<file path="src/rtl/dmem_pkg.sv">
// Shared encodings and request record for the data-memory arbiter.
// Also holds the range check applied when a request is latched.
package dmem_pkg;

  localparam logic [1:0] SIZE_BYTE    = 2'b00;
  localparam logic [1:0] SIZE_HALF    = 2'b01;
  localparam logic [1:0] SIZE_WORD    = 2'b10;
  localparam logic [1:0] SIZE_ILLEGAL = 2'b11;

  typedef enum logic {
    ST_IDLE   = 1'b0,
    ST_ACCESS = 1'b1
  } state_t;

  localparam int PORT_CORE = 0;
  localparam int PORT_DMA  = 1;

  typedef struct packed {
    logic        we;
    logic [31:0] addr;
    logic [31:0] wdata;
    logic [1:0]  size;
    logic        uns;
  } req_t;

  // Last byte touched is computed in 33 bits so an access near 0xFFFFFFFF cannot wrap to a legal address.
  function automatic logic range_err(input logic [31:0] addr, input logic [1:0] size,
                                     input int abits);
    logic [32:0] last_byte;
    last_byte = {1'b0, addr} + ((33'd1 << size) - 33'd1);
    return (size == SIZE_ILLEGAL) || (last_byte >= (33'd1 << abits));
  endfunction

endpackage

</file>
<file path="src/rtl/rr_arbiter2.sv">
// Two-input picker, purely combinational; one-hot grant.
// Round-robin favours the port that did not win last; fixed mode always favours port 0.
module rr_arbiter2 (
  input  logic [1:0] req,
  input  logic       last,
  input  logic       fixed_prio,
  output logic [1:0] gnt
);

  always_comb begin
    gnt = 2'b00;
    case (req)
      2'b01:   gnt = 2'b01;
      2'b10:   gnt = 2'b10;
      2'b11:   gnt = (fixed_prio || last) ? 2'b01 : 2'b10;
      default: gnt = 2'b00;
    endcase
  end

endmodule

</file>
<file path="src/rtl/dmem_arbiter.sv">
// Two-port arbiter/sequencer for a single-port data memory; accept -> 1 access cycle -> response pulse.
// One request in flight; ready is withheld during the access and while reset is high; no response back-pressure.
module dmem_arbiter
  import dmem_pkg::*;
#(
  parameter int ADDR_BITS  = 20,
  parameter int FIXED_PRIO = 0
) (
  input  logic        clk,
  input  logic        rst,
  input  logic [1:0]  req_valid,
  output logic [1:0]  req_ready,
  input  logic        req_we_0,
  input  logic        req_we_1,
  input  logic [31:0] req_addr_0,
  input  logic [31:0] req_addr_1,
  input  logic [31:0] req_wdata_0,
  input  logic [31:0] req_wdata_1,
  input  logic [1:0]  req_size_0,
  input  logic [1:0]  req_size_1,
  input  logic        req_unsigned_0,
  input  logic        req_unsigned_1,
  output logic [1:0]  resp_valid,
  output logic [31:0] resp_rdata,
  output logic        resp_err,
  output logic [31:0] mem_address,
  output logic [31:0] mem_write_data,
  output logic [1:0]  mem_data_size,
  output logic        mem_data_unsigned,
  output logic        mem_write_enable,
  input  logic [31:0] mem_read_data
);

  state_t     state;
  logic       rr_last;
  logic [1:0] gnt;
  logic       win;
  logic       grant_q;
  logic       err_q;
  req_t       cur;
  req_t       req_q;

  rr_arbiter2 u_arb (
    .req        (req_valid),
    .last       (rr_last),
    .fixed_prio (FIXED_PRIO != 0),
    .gnt        (gnt)
  );

  assign win = gnt[PORT_DMA];

  always_comb begin
    cur = '0;
    if (win) begin
      cur.we    = req_we_1;
      cur.addr  = req_addr_1;
      cur.wdata = req_wdata_1;
      cur.size  = req_size_1;
      cur.uns   = req_unsigned_1;
    end else begin
      cur.we    = req_we_0;
      cur.addr  = req_addr_0;
      cur.wdata = req_wdata_0;
      cur.size  = req_size_0;
      cur.uns   = req_unsigned_0;
    end
  end

  assign req_ready = (state == ST_IDLE && !rst) ? gnt : 2'b00;

  assign mem_address       = req_q.addr;
  assign mem_write_data    = req_q.wdata;
  assign mem_data_size     = req_q.size;
  assign mem_data_unsigned = req_q.uns;
  // Gated by rst as well so an aborted store cannot write at any edge while reset is held.
  assign mem_write_enable  = (state == ST_ACCESS) && req_q.we && !err_q && !rst;

  always_ff @(posedge clk or posedge rst) begin
    if (rst) begin
      state      <= ST_IDLE;
      rr_last    <= 1'b1;
      req_q      <= '0;
      err_q      <= 1'b0;
      grant_q    <= 1'b0;
      resp_valid <= 2'b00;
      resp_rdata <= '0;
      resp_err   <= 1'b0;
    end else begin
      resp_valid <= 2'b00;
      case (state)
        ST_IDLE: begin
          if (|req_valid) begin
            req_q   <= cur;
            err_q   <= range_err(cur.addr, cur.size, ADDR_BITS);
            grant_q <= win;
            rr_last <= win;
            state   <= ST_ACCESS;
          end
        end
        ST_ACCESS: begin
          resp_rdata          <= (req_q.we || err_q) ? 32'h0 : mem_read_data;
          resp_err            <= err_q;
          resp_valid[grant_q] <= 1'b1;
          state               <= ST_IDLE;
        end
        default: state <= ST_IDLE;
      endcase
    end
  end

endmodule

</file>
<file path="config.mk">
export PLATFORM = sky130hd
export DESIGN_NAME = dmem_arbiter
export DESIGN_NICKNAME = d
export VERILOG_FILES = /design/src/rtl/dmem_pkg.sv /design/src/rtl/rr_arbiter2.sv /design/src/rtl/dmem_arbiter.sv
export SDC_FILE = /design/constraint.sdc
export NUM_CORES = 1
export LEC_CHECK = 0
export CORE_UTILIZATION = 41
export CTS_BUF_LIST = sky130_fd_sc_hd__clkbuf_8
export DETAILED_ROUTE_END_ITERATION = 7
export PLACE_DENSITY = 0.8
export SETUP_SLACK_MARGIN = 0.15
export SYNTH_ARGS = -nofsm -noshare
export SYNTH_HDL_FRONTEND = slang
export SYNTH_HIERARCHICAL = 1
export SYNTH_SLANG_ARGS = --single-unit
</file>
<file path="constraint.sdc">
create_clock -name clk -period 4.1 [get_ports clk]
set_input_delay 0.615 -clock clk [delete_from_list [all_inputs] [get_ports clk]]
set_output_delay 0.615 -clock clk [all_outputs]
set_load 0.01 [all_outputs]
</file>
**Word-level counts from Yosys, hierarchy flattened**

Index checks and enable logic that the tools add are counted.

- $add $sub $neg: 2
- Mux-type cells: 10
- Shift operators: 1
- Bitwise logic cells: 1
- Eq/ne operators: 4
- Reductions and logical operators: 11
- $lt $le $gt $ge: 3

Operators by type and width:

| kind | count |
|---|---|
| $mux W68 | 1 |
| $add A32 B33 Y33 | 1 |
| $ge A33 B21 Y1 const B | 1 |
| $shl A1 B2 Y33 const A | 1 |
| $sub A33 B1 Y33 const B | 1 |
| $mux W32 | 1 |
| $eq A2 B2 Y1 const B | 3 |
| $mux W2 | 3 |
| $pmux W2 S3 | 1 |
| $logic_and A1 B1 Y1 | 5 |
| $eq A2 B1 Y1 const B | 1 |
| $logic_not A1 Y1 | 2 |
| $logic_or A1 B1 Y1 | 2 |
| $lt A1 B2 Y1 const B | 1 |
| $mux W1 | 2 |
| $pmux W1 S2 | 1 |
| $reduce_and A2 Y1 | 1 |
| $reduce_or A2 Y1 | 1 |
| $demux W1 S1 | 1 |
| $ge A1 B1 Y1 const B | 1 |
| $not A1 Y1 | 1 |

- Register bits after elaboration: 107
- Bits of input ports: 172
- Output and inout bits: 105
- Word-level logic and storage cells: 44

**Longest topological paths before layout**

- Depth after elaboration: 8
- Depth in mapped cells: 20

**Hierarchy**

The synthesis kept the hierarchy.

By module, submodules not included:

| module | cells an instance | seq. area each (um^2) | area each (um^2) | times used |
|---|---|---|---|---|
| dmem_arbiter | 776 | 2678.8 | 6713.9 | 1 |
| rr_arbiter2 | 4 | 0.0 | 22.5 | 1 |

**Worst setup path before layout**

Ideal clock, no wire load.

- Path type: input to register
- From: input port req_valid[0]
- To: register err_q
- Setup slack: -0.245 ns
- Library setup time: 0.082 ns
- Data arrival time: 4.263 ns
- Required time: 4.018 ns
- Stages: 19
- Path through: o21ai_1 > and2_1 > clkbuf_1 > clkbuf_1 > mux2i_1 > ha_1 > inv_1 > ha_1 > inv_1 > fa_1 > nand2b_1 > a21oi_1 > o2111ai_1 > a211oi_1 > nor3_2 > o21bai_1 > mux2_4 > and4_4 > a31oi_1

- Cells in the longest elaborated chain, start to end: 8
- Elaborated cells on any way between the ends: 13
- Those cells by class: 2 x add/sub; 1 x order compare; 4 x eq/ne; 1 x shift; 2 x mux; 3 x reduce/logical

RTL lines:

| item | line | source |
|---|---|---|
| from (decl) | dmem_arbiter.sv:11 | `input logic [1:0] req_valid,` |
| $eq A2 B2 Y1 / $eq A2 B1 Y1 (equally long branches) | rr_arbiter2.sv:12 | `case (req)` |
| $pmux W2 S3 * | rr_arbiter2.sv:12 |  |
| named net gnt[1] | dmem_arbiter.sv:36 | `logic [1:0] gnt;` |
| $mux W68 * | dmem_arbiter.sv:54 | `if (win) begin` |
| $shl A1 B2 Y33 | dmem_pkg.sv:30 | `last_byte = {1'b0, addr} + ((33'd1 << size) - 33'd1);` |
| $sub A33 B1 Y33 | dmem_pkg.sv:30 |  |
| $add A32 B33 Y33 | dmem_pkg.sv:30 |  |
| $ge A33 B21 Y1 | dmem_pkg.sv:31 | `return (size == SIZE_ILLEGAL) \|\| (last_byte >= (33'd1 << abits));` |
| $logic_or A1 B1 Y1 * | dmem_pkg.sv:31 |  |
| to (signal assigned) | dmem_arbiter.sv:94 | `err_q <= range_err(cur.addr, cur.size, ADDR_BITS);` |
| to (decl) | dmem_arbiter.sv:39 | `logic err_q;` |

Mark *: on every way through the listed nets, which the timed path passes. The rest lies on a longest branch.
A chain may end at the register's enable or synchronous reset.

**Worst setup path in the final report**

- From: register rr_last
- To: register err_q

- Cells in the longest elaborated chain, start to end: 8
- Elaborated cells on any way between the ends: 9
- Those cells by class: 2 x add/sub; 1 x order compare; 1 x eq/ne; 1 x shift; 3 x mux; 1 x reduce/logical

RTL lines:

| item | line | source |
|---|---|---|
| from (decl) | dmem_arbiter.sv:35 | `logic rr_last;` |
| from (signal assigned) | dmem_arbiter.sv:96 | `rr_last <= win;` |
| $mux W2 * | rr_arbiter2.sv:15 | `2'b11: gnt = (fixed_prio \|\| last) ? 2'b01 : 2'b10;` |
| $pmux W2 S3 * | rr_arbiter2.sv:12 |  |
| named net gnt[1] | dmem_arbiter.sv:36 |  |
| $mux W68 * | dmem_arbiter.sv:54 |  |
| $shl A1 B2 Y33 | dmem_pkg.sv:30 |  |
| $sub A33 B1 Y33 | dmem_pkg.sv:30 |  |
| $add A32 B33 Y33 | dmem_pkg.sv:30 |  |
| $ge A33 B21 Y1 | dmem_pkg.sv:31 |  |
| $logic_or A1 B1 Y1 * | dmem_pkg.sv:31 |  |

Marked as above.

==> metrics.yaml <==
synth-edff-count: 0
grt_pass1_vias: 6139
dpl.hpwl_mm: 15.3
dieArea_sq_mm: 0.0169
hold_buffers: 0
cts.path.max_buffers: 2
final_util_pct: 64.5
area_growth_pct: 52.6
vias_per_cell: 4.87
routed-via-count: 6259
die_x_um: 130
max_freq_ghz: 0.263
slew_headroom_pct: 42.7
grt_pass1_wl_mm: 29.5
syn-instance-count: 780
cts_made_buffers: 9
fp.dieH_um: 130
overflow: 0
worst_clock_skew_ns: 0.0118
cp_top_family: "simple AND/OR/NAND/NOR gates"
slowest_delay_ns: 0.58
cts.sinks: 107
whs_ns: 0.453
period_minus_slack_ns: 3.80
rows: 46
rsz0062_at_grt: "yes"
yosysSeqAreaShare_pct: 39.8
clk_pin_slew_worst_paths_ns: 0.12
setup_violations: 0
yosysWarnings: 6
ys_seq_elements: 107
final_cell_area_sq_mm: 0.0103
syn-cell-area_sq_mm: 0.00674
arrival_ns: 4.08
mostFrequentLayoutCell: "clkdlybuf4s50_1"
ios: 277
ir_drop_mv: 0.242
nNetsFinal: 1272
async_flop_share_pct: 100
cts_root_buf: "clkbuf_8"
maxCapViolCount: 0
finalHoldViolations: 0
slew_viol_final: 0
fin_total_pwr_uw: 3400
routabilityCongestion: 0.832
status: "finished, final reports clean"
min_path_cells: 1
path_buf_inv: 2
clock_latency_ns: 0.40
hold_class: "reg -> reg"
power_density_mw_per_mm2: 331
port_buffers: 276
layout.cells.most_common_list: "clkdlybuf4s50_1 (274), nand2_1 (130), o21ai_0 (116)"
grt.total_usage_pct: 22.3
dpl-instance-area_sq_mm: 0.00990
avgRoutedWirePerCell_um: 15.2
grt_max_degree: 103
cp.required_ns: 4.38
setup.worst_path.class: "reg -> reg"
ys.flop_type: "dfrtp_1"
reg2reg_depth: 18
dr.pass1.iters: 4
critPathMaxFanout: 7
cp_num_cells: 18
critical_path.startpoint_type: "register"
antenna_found_initial: 0
cts_tree: "built"
cp_cell_sequence: "o21ai_1 > and2_4 > nand2b_4 > o22a_1 > ha_1 > inv_1 > ha_2 > inv_2 > fa_2 > nand2b_4 > a21oi_2 > o2111ai_2 > a211oi_2 > or2_4 > o2111ai_2 > nor4_2 > and4_4 > a31oi_1"
core_area_sq_mm: 0.0159
diodes: 0
critPathCaptureType: "register"
max_slew.worst_pin.slew_ns: 0.859
p_leak_uw: 0.00453
initial_utilization_pct: 42.3
h-tree-depth: 3
routed_wl_mm: 19.5
ant_nets: 0
first_iter_violations: 197
drc: 0
drive_gt1_share_pct: 14.1
period_share_pct: 92.6
syn_area_per_cell_sq_um: 8.64
synth_cell_types: 54
crit_slowest_cell: "dfstp_2"
-- metal layers --
metal	routed length, um	track usage [%]
met1	7570	24.9
met2	10400	42.5
met3	1160	3.32
met4	381	8.41
met5	0	0
-- layout make-up --
class	instances	area [sq um]
Clock buffer	9	124
Clock inverter	7	86.3
Sequential cell	107	2680
Timing Repair Buffer	373	3540
Tap cell	216	270
Inverter	76	288
Fill cell	1378	5670
Multi-Input combinational cell	497	3290
-- cell families after synthesis --
family / Yosys count / synth area share (%)
AOI/OAI and AO/OA: 192 / 16.2
buffers and inverters: 177 / 13.6
and+or+nand+nor: 191 / 12.3
other: 1 / 0.0557
muxes: 71 / 10.7
xor gates and xnor gates: 5 / 0.650
DFF: 107 / 39.8
adders and majority gates: 36 / 6.80
-- state kept, by name, indices dropped and copies added, names as in the netlist --
| register | flops |
|---|---|
| err_q | 1 |
| grant_q | 1 |
| mem_address | 32 |
| mem_data_size | 2 |
| mem_data_unsigned | 1 |
| mem_write_data | 32 |
| req_q | 1 |
| resp_err | 1 |
| resp_rdata | 32 |
| resp_valid | 2 |
| rr_last | 1 |
| state | 1 |
-- worst paths after layout --
check                      slack [ns]             end    start
min reg2reg                      0.45   resp_valid[0]  grant_q
max reg2reg                      0.30           err_q  rr_last
max in group asynchronous        2.56         rr_last      rst
min in group asynchronous        0.75  resp_rdata[30]      rst
max                              0.30           err_q  rr_last
min                              0.45   resp_valid[0]  grant_q
-- Yosys cell counts, types with 5 or more instances --
cell type / count / share of area [%]
buf_4: 66 / 7.4
a21oi_1: 31 / 2.3
o211ai_1: 6 / 0.67
mux2i_1: 68 / 10
nand2_1: 130 / 7.2
nor2_1: 20 / 1.1
ha_1: 35 / 6.5
nor3_1: 6 / 0.45
nor2b_1: 5 / 0.46
inv_1: 76 / 4.2
nand2b_1: 5 / 0.46
clkbuf_1: 30 / 1.7
dfrtp_1: 106 / 39
o21ai_0: 118 / 8.8
-- metrics by stage --
| step | TNS (ns) | setup slack, ns | cells |
|---|---|---|---|
| after floorplan | 0 | 0.154 | 781 |
| after global placement | -0.182 | -0.182 | 1267 |
| after detailed placement | -0.360 | -0.360 | 1267 |
| after CTS | 0 | 0.175 | 1283 |
| after global routing | 0 | 0.134 | 1285 |
| final | 0 | 0.303 | 1285 |
-- report_power, final --
| group | total [uW] | internal, uW | leakage, uW | switching [uW] |
|---|---|---|---|---|
| clock | 701 | 251 | 0.000105 | 450 |
| combinational | 1430 | 782 | 0.00307 | 647 |
| sequential | 1270 | 1200 | 0.00135 | 75.1 |
| total | 3400 | 2230 | 0.00453 | 1170 |
-- timing repair --
action / CTS / global route
setup buffers: 0 / 2
resized for setup: 5 / 32
cloned: 0 / 0
endpoints found under the setup margin: 1 / 1
pin swaps: 1 / 18
No activity file was read; power rests on OpenSTA's default activity.
